### src/rtl/usb_rx_parse.sv
// usb_rx_parse: byte-stream receive parser (55 AA sync hunt, header, payload into RAM, checksum).
// Checksum verification is built only when the USB_RX_CSUM_EN macro is defined.
module usb_rx_parse #(
  parameter logic [11:0] MAX_LEN = 12'h240,
  parameter logic [15:0] TIMEOUT = 16'hFFFF
) (
  input  logic        clk,
  input  logic        rst,
  input  logic [7:0]  din,
  input  logic        din_vld,
  output logic        din_rdy,
  output logic        fs_rx,
  input  logic        fd_rx,
  output logic [3:0]  rx_btype,
  output logic [11:0] rx_len,
  input  logic [11:0] rx_ram_init,
  output logic        ram_we,
  output logic [11:0] ram_waddr,
  output logic [7:0]  ram_wdata,
  output logic [3:0]  dbg_state
);

  // Handshake: a byte transfers on a rising clk edge where din_vld && din_rdy are both 1;
  // din_rdy depends on state only, never on din_vld.
  typedef enum logic [3:0] {
    S_IDLE, S_HEAD1, S_TYPE, S_LENH, S_LENL, S_SYNC, S_DATA, S_CSUM, S_DONE
  } state_t;

  localparam logic [3:0] BAG_ERROR = 4'hF;

  state_t      state;
  logic [11:0] base;
  logic [11:0] idx;
  logic [15:0] gap;
  logic        oversize;
  logic        accept;
  logic        counting;
  logic        tmo;
  logic        csum_bad;
  logic [11:0] len_full;

  assign din_rdy   = (state != S_SYNC) && (state != S_DONE);
  assign accept    = din_vld && din_rdy;
  assign counting  = state inside {S_TYPE, S_LENH, S_LENL, S_DATA, S_CSUM};
  assign tmo       = counting && !accept && (gap == TIMEOUT - 16'd1);
  assign len_full  = {rx_len[11:8], din};
  assign dbg_state = state;

`ifdef USB_RX_CSUM_EN
  logic [7:0] sum;

  always_ff @(posedge clk or negedge rst) begin
    if (!rst) begin
      sum <= 8'h00;
    end else if (accept) begin
      if (state == S_TYPE) sum <= din;
      else if (state inside {S_LENH, S_LENL, S_DATA}) sum <= sum + din;
    end
  end

  assign csum_bad = (din != sum);
`else
  assign csum_bad = 1'b0;
`endif

  always_ff @(posedge clk or negedge rst) begin
    if (!rst) begin
      state     <= S_IDLE;
      fs_rx     <= 1'b0;
      rx_btype  <= 4'h0;
      rx_len    <= 12'h000;
      ram_we    <= 1'b0;
      ram_waddr <= 12'h000;
      ram_wdata <= 8'h00;
      base      <= 12'h000;
      idx       <= 12'h000;
      gap       <= 16'h0000;
      oversize  <= 1'b0;
    end else begin
      ram_we <= 1'b0;
      // The idle-gap counter holds its value while waiting for the sequencer in SYNC.
      if (accept || (!counting && state != S_SYNC)) gap <= 16'h0000;
      else if (counting) gap <= gap + 16'd1;

      case (state)
        S_IDLE: begin
          if (accept && din == 8'h55) state <= S_HEAD1;
        end
        S_HEAD1: begin
          if (accept) begin
            if (din == 8'hAA) state <= S_TYPE;
            else if (din != 8'h55) state <= S_IDLE;
          end
        end
        S_TYPE: begin
          if (accept) begin
            rx_btype <= din[3:0];
            state    <= S_LENH;
          end else if (tmo) begin
            state <= S_IDLE;
          end
        end
        S_LENH: begin
          if (accept) begin
            rx_len[11:8] <= din[3:0];
            state        <= S_LENL;
          end else if (tmo) begin
            state <= S_IDLE;
          end
        end
        S_LENL: begin
          if (accept) begin
            oversize <= (len_full > MAX_LEN);
            if (len_full > MAX_LEN) begin
              rx_btype <= BAG_ERROR;
              rx_len   <= 12'h000;
            end else begin
              rx_len <= len_full;
            end
            fs_rx <= 1'b1;
            state <= S_SYNC;
          end else if (tmo) begin
            state <= S_IDLE;
          end
        end
        S_SYNC: begin
          if (fd_rx) begin
            base <= rx_ram_init;
            idx  <= 12'h000;
            if (oversize) begin
              fs_rx <= 1'b0;
              state <= S_DONE;
            end else if (rx_len == 12'h000) begin
              state <= S_CSUM;
            end else begin
              state <= S_DATA;
            end
          end
        end
        S_DATA: begin
          if (accept) begin
            ram_we    <= 1'b1;
            ram_waddr <= base + idx;
            ram_wdata <= din;
            idx       <= idx + 12'd1;
            if (idx == rx_len - 12'd1) state <= S_CSUM;
          end else if (tmo) begin
            rx_btype <= BAG_ERROR;
            fs_rx    <= 1'b0;
            state    <= S_DONE;
          end
        end
        S_CSUM: begin
          if (accept) begin
            if (csum_bad) rx_btype <= BAG_ERROR;
            fs_rx <= 1'b0;
            state <= S_DONE;
          end else if (tmo) begin
            rx_btype <= BAG_ERROR;
            fs_rx    <= 1'b0;
            state    <= S_DONE;
          end
        end
        S_DONE: begin
          if (!fd_rx) state <= S_IDLE;
        end
        default: state <= S_IDLE;
      endcase
    end
  end

endmodule
### config.mk
export PLATFORM = sky130hd
export DESIGN_NAME = usb_rx_parse
export DESIGN_NICKNAME = d
export VERILOG_FILES = /design/src/rtl/usb_rx_parse.sv
export SDC_FILE = /design/constraint.sdc
export NUM_CORES = 1
export LEC_CHECK = 0
export ABC_CLOCK_PERIOD_IN_PS = 2900
export BUFFER_PORTS_ARGS = -buffer_cell sky130_fd_sc_hd__buf_2
export CAP_MARGIN = 20
export CORE_AREA = 2 2 101 103
export CTS_BUF_LIST = sky130_fd_sc_hd__clkbuf_8
export DETAILED_ROUTE_END_ITERATION = 7
export DIE_AREA = 0 0 103 105
export PLACE_DENSITY = 0.69
export SLEW_MARGIN = 10
export SYNTH_ARGS = -nofsm -noshare
export SYNTH_HDL_FRONTEND = slang
export SYNTH_SLANG_ARGS = --single-unit
### constraint.sdc
create_clock -name clk -period 2.9 [get_ports clk]
set_input_delay 0.58 -clock clk [delete_from_list [all_inputs] [get_ports clk]]
set_output_delay 0.58 -clock clk [all_outputs]
set_load 0.02 [all_outputs]
# Word-level counts from Yosys, hierarchy flattened

Index checks and enable logic that the tools add are counted.

Bits of input ports: 24
Logic and storage cells: 113
Flip-flop bits (word level): 83
Output and inout bits: 43

Add/subtract/negate cells: 4
$lt $le $gt $ge: 1
Equality and inequality tests: 30
Muxes and demuxes: 40
Reductions and logical operators: 26

Operators with widths:

| kind                                                 | number |
|---|---|
| two-way mux 4 bit                                    | 20 |
| two-way mux 12 bit                                   | 4 |
| one-hot mux 4 bit (9 select lines)                   | 1 |
| two-way mux 16 bit                                   | 2 |
| one-hot mux 12 bit (2 select lines)                  | 1 |
| != test 2 bit, second input constant                 | 11 |
| adder 16 x 1 -> 16 bit, second input constant        | 1 |
| == test 16 bit, second input constant                | 1 |
| == test 4 x 3 -> 1 bit, second input constant        | 4 |
| adder 12 x 1 -> 12 bit, second input constant        | 1 |
| adder 12 bit                                         | 1 |
| == test 12 bit                                       | 1 |
| > comparator 12 x 10 -> 1 bit, second input constant | 1 |
| zero test 12 bit                                     | 1 |
| one-hot mux 4 bit (3 select lines)                   | 1 |
| AND reduction 6 bit                                  | 2 |
| subtractor 12 x 1 -> 12 bit, second input constant   | 1 |
| two-way mux 1 bit                                    | 9 |
| == test 4 x 2 -> 1 bit, second input constant        | 2 |
| == test 8 x 7 -> 1 bit, second input constant        | 1 |
| == test 8 bit, second input constant                 | 1 |
| != test 8 x 7 -> 1 bit, second input constant        | 1 |
| one-hot mux 4 bit (2 select lines)                   | 1 |
| logical AND 1 bit                                    | 6 |
| other kinds (20)                                     | 26 |

# Logic depth before layout (Yosys ltp)

Depth in word-level cells: 9
Gate-level depth with buffers: 10
Mapped depth without buffers: 10

# Least setup slack after synthesis

No wires, ideal clock.

Path kind: flip-flop to flip-flop
Start point: register idx[0]
End point: register ram_waddr[10]
Clock period less this slack: 2159 ps
Cell stages (with the launch flop): 11
Path buffers: 0
Arrival time: 2035 ps
Setup slack: 741 ps
Setup time: 124 ps
Cells stage by stage: dfrtp_1 ha_1 inv_1 fa_1 nor2b_1 o21ai_0 a21boi_0 o21ai_0 a21oi_1 nor2_1 a211o_1

Longest elaborated chain between the ends: 1

RTL lines:

| what                   | RTL line | text |
|---|---|---|
| from (decl)            | 33       | `logic [11:0] idx;` |
| from (signal assigned) | 145      | `idx <= idx + 12'd1;` |
| adder 12 bit           | 143      | `ram_waddr <= base + idx;` |
| to (signal assigned)   | 143      |  |
| to (decl)              | 18       | `output logic [11:0] ram_waddr,` |

No other way between the ends.
A chain may end at the register's enable or synchronous reset.

# Worst setup path in the final report

Same ends and word-level chain as after synthesis.

==> PnR_summary.wiki <==
{| class="wikitable"
! Metric !! Value
|-
| Maximum clock skew at final layout || 0.00720 ns
|-
| Launching point of the worst reg2reg path || idx[0]
|-
| Half-perimeter wire length after placement || 7790 microns
|-
| Peak per-stage delay on the critical path || ~0.46 ns
|-
| Total Nets Final || approximately 620
|-
| #FFs+latches synth || 83
|-
| Run status || completed
|-
| Gate count after technology mapping || ~510
|-
| Antenna Diode Count || 0
|-
| Data arrival time of the critical path || ~2.7 ns
|-
| Maximum number of buffers from clock root to sink || 2
|-
| Number of nets with antenna violations after routing || 0
|-
| Critical path type || reg2reg
|-
| Initial DRC count || between 200 and 250
|-
| Port Buffers || 66
|-
| Total area of multi-input combinational cells || ~2500 sq um
|-
| Residual DRC count || 0
|-
| Placer congestion estimate || 0.862
|-
| Wire length of the first global-routing pass || 18600 microns
|-
| Mapped cell area || 4680 sq um
|-
| Reg-to-Reg End || ram_waddr[10]
|-
| P_leak || 2.54 nW
|-
| Most numerous cell in the Yosys netlist || nand2_1
|-
| R2R depth || 10
|-
| Yosys top cell by area || dfrtp_1
|-
| Count of TritonRoute iterations in the first routing pass || 5
|-
| Pins Over Slew Limit || 0
|-
| Total wire length || roughly 11000 microns
|-
| Unrepaired setup endpoints after global routing || no
|-
| Buffers inserted during post-CTS setup optimization || 0
|-
| Dpl cell area || 5150 sq um
|-
| Largest net degree at the start of global routing || 84
|-
| Filler cell count in the final layout || 876
|-
| Clock transition at the registers of the reported paths || around 0.090 ns
|-
| Height of the die || 105 microns
|-
| Synthesized Nets || 554
|-
| Maximum fanout along the worst path || 6
|-
| CTS root buffer || clkbuf_8
|-
| Async S/R FF share, synth || 100%
|-
| Fraction of the yosys area taken by sequential cells || 44.4%
|-
| Clock tree from TritonCTS || built
|-
| Count of standard-cell rows || 36
|-
| Worst slew slack as a fraction of its limit || 64.3%
|-
| Width of the die || between 100 and 150 microns
|-
| Overall routing resource usage || 21.6%
|-
| Cell variety after synth || 67
|-
| Number of hold-repair buffers added at the cts stage || 0
|-
| Number of clock sinks || 83
|-
| I/O pin count || 67
|-
| Average cell area after synthesis || 9.11 sq um
|-
| Worst-skew pair later-pin latency || about 0.36 ns
|-
| Crit start category || register
|-
| Top achievable clock speed || between 400 and 500 MHz
|-
| Cell types occupying the most area after synthesis || dfrtp_1 44%, nand2_1 7.8%, o21ai_0 5.6%
|-
| Routed len/inst || 15.4 microns
|-
| Top cell types by occurrence after synthesis || 97 x nand2_1, 83 x dfrtp_1, 52 x o21ai_0, 32 x nor2_1, 21 x nand3_1
|-
| Post-route clock period utilization || 84.3%
|-
| Number of synthesized flops with an enable pin || 0
|-
| Total of warnings raised by yosys || 0
|-
| Initial standard-cell utilization of the core || between 40% and 50%
|-
| Max Cap Viol || 0
|-
| Cell mode on critical path || o21ai_0
|-
| Die area || 10800 sq um
|-
| Count of H-tree levels built during CTS || 3
|-
| Required time of the worst setup path || 3.15 ns
|-
| Transition time of the tightest slew-check pin || 0.535 ns
|-
| PostCTS Resize Cnt || 0
|-
| Cell breakdown of the critical path || ha_1, inv_1, fa_1, nor2b_1, o21ai_0, a21boi_0, o21ai_0, a21oi_1, nor2_1, a211o_1
|-
| Register area || slightly above 2000 sq um
|-
| Slack of the worst reg-to-reg path || 0.46 ns
|-
| TritonCTS buffer count || 9
|-
| TNS Setup || 0 ns
|-
| Post-route cell area || 5390 sq um
|-
| Via-per-instance ratio || 5.59
|-
| Post-layout minimum cycle time || 2.44 ns
|-
| Layout-stage area growth over the synthesis result || 15.2%
|-
| Top flip-flop cell by instance count after synthesis || dfrtp_1
|-
| Worst vdd ir || 0.592 mV
|-
| Number of endpoints failing setup at the final stage || 0
|-
| Path class of the lowest-slack min-delay path || in2async
|-
| Type of destination of the critical path || register
|-
| Slowest cell on the critical path || dfrtp_1
|-
| Vias || 3989
|-
| Total power consumption of the routed design || about 5.4 mW
|-
| Share of Yosys cell area claimed by the top area cell type || between 40% and 50%
|-
| Antenna violations before repair || 0
|-
| Power Dens Cells || 1000 nW/um^2
|-
| Count of final hold-check violations || 0
|-
| Fraction of final layout cells with drive strength greater than 1 || 19.8%
|-
| Residual overflow from global routing || 0
|-
| Core region area || 9640 sq um
|-
| Number of global-route vias before repair || around 3900
|}
[critical path: cells and delay by family (launching register included)]
kind            cells  cell delay [ns]
compound gates      5             1.00
fa+ha+maj           2             0.61
buf+inv             1             0.06
flops               1             0.46
simple gates        2             0.20
[sequential cells by signal, indices dropped and copies added, names as in the netlist]
register and flops:
rx_btype 4, dbg_state 4, ram_waddr 12, oversize 1, gap 16, ram_we 1, base 12, fs_rx 1
ram_wdata 8, idx 12, rx_len 12
[worst max path at each step]
stage | start | endpoint | cells after the start | slack (ns)
6_report | idx[0] | ram_waddr[10] | 10 | 0.46
2_1_floorplan | idx[0] | ram_waddr[10] | 10 | 0.74
3_5_place_dp | idx[0] | ram_waddr[10] | 10 | 0.50
4_1_cts | idx[0] | ram_waddr[10] | 10 | 0.48
3_3_place_gp | din[1] | rx_len[10] | 8 | 0.55
5_1_grt | idx[0] | ram_waddr[10] | 10 | 0.25
[cell usage in the layout, fill, tap and decap left out, drive strengths merged, types with 11 or more instances in the layout]
master,instances
nand2,97
dfrtp,83
buf,73
o21ai,56
nor2,34
nand3,22
a21oi,20
xor2,19
xnor2,19
ha,15
inv,14
mux2,14
and3,11
nor3,11
[stage by stage]
step	setup WS [ns]	hold slack [ns]	std cells	utilization (%)
floorplan	0.741	0.284	514	-
global placement	0.553	0.454	698	53.4
detailed placement	0.495	0.458	698	53.4
CTS	0.480	0.261	714	55.9
global route	0.254	0.291	714	55.9
finish	0.456	0.242	714	55.9
[cell families (layout without fill, tap and decap cells)]
logic type	Yosys count	in the layout	share of synthesized area, %
AOI/OAI and AO/OA	115	115	15.1
xor gates and xnor gates	38	38	7.11
adders and majority gates	16	16	4.44
buffers and inverters	35	102	3.10
DFF	83	83	44.4
muxes	15	15	3.58
and+or+nand+nor	212	212	22.3
[layout make-up]
type / count / share of cell area [%]
multi-input combinational: 396 / 45.6
sequential: 83 / 38.5
timing repair buffer: 73 / 7.38
tap: 133 / 3.09
clock buffer: 9 / 2.30
clock inverter: 7 / 2.18
inverter: 13 / 0.905
[metal layers]
metal  vias up  share of wire (%)  global-route usage, %
met5         -                  0                      0
met3        19                5.7                   5.02
li1       1918                  -                      -
met1      1912                 45                   29.3
met2       140                 47                   34.0
met4         0                1.6                   6.95
[power breakdown]
group	total, mW	switching, mW	internal, mW
Combinational	2.50	1.48	1.02
Clock	1.01	0.439	0.570
Sequential	1.89	0.380	1.51
Power figures use the tool's default switching activity.
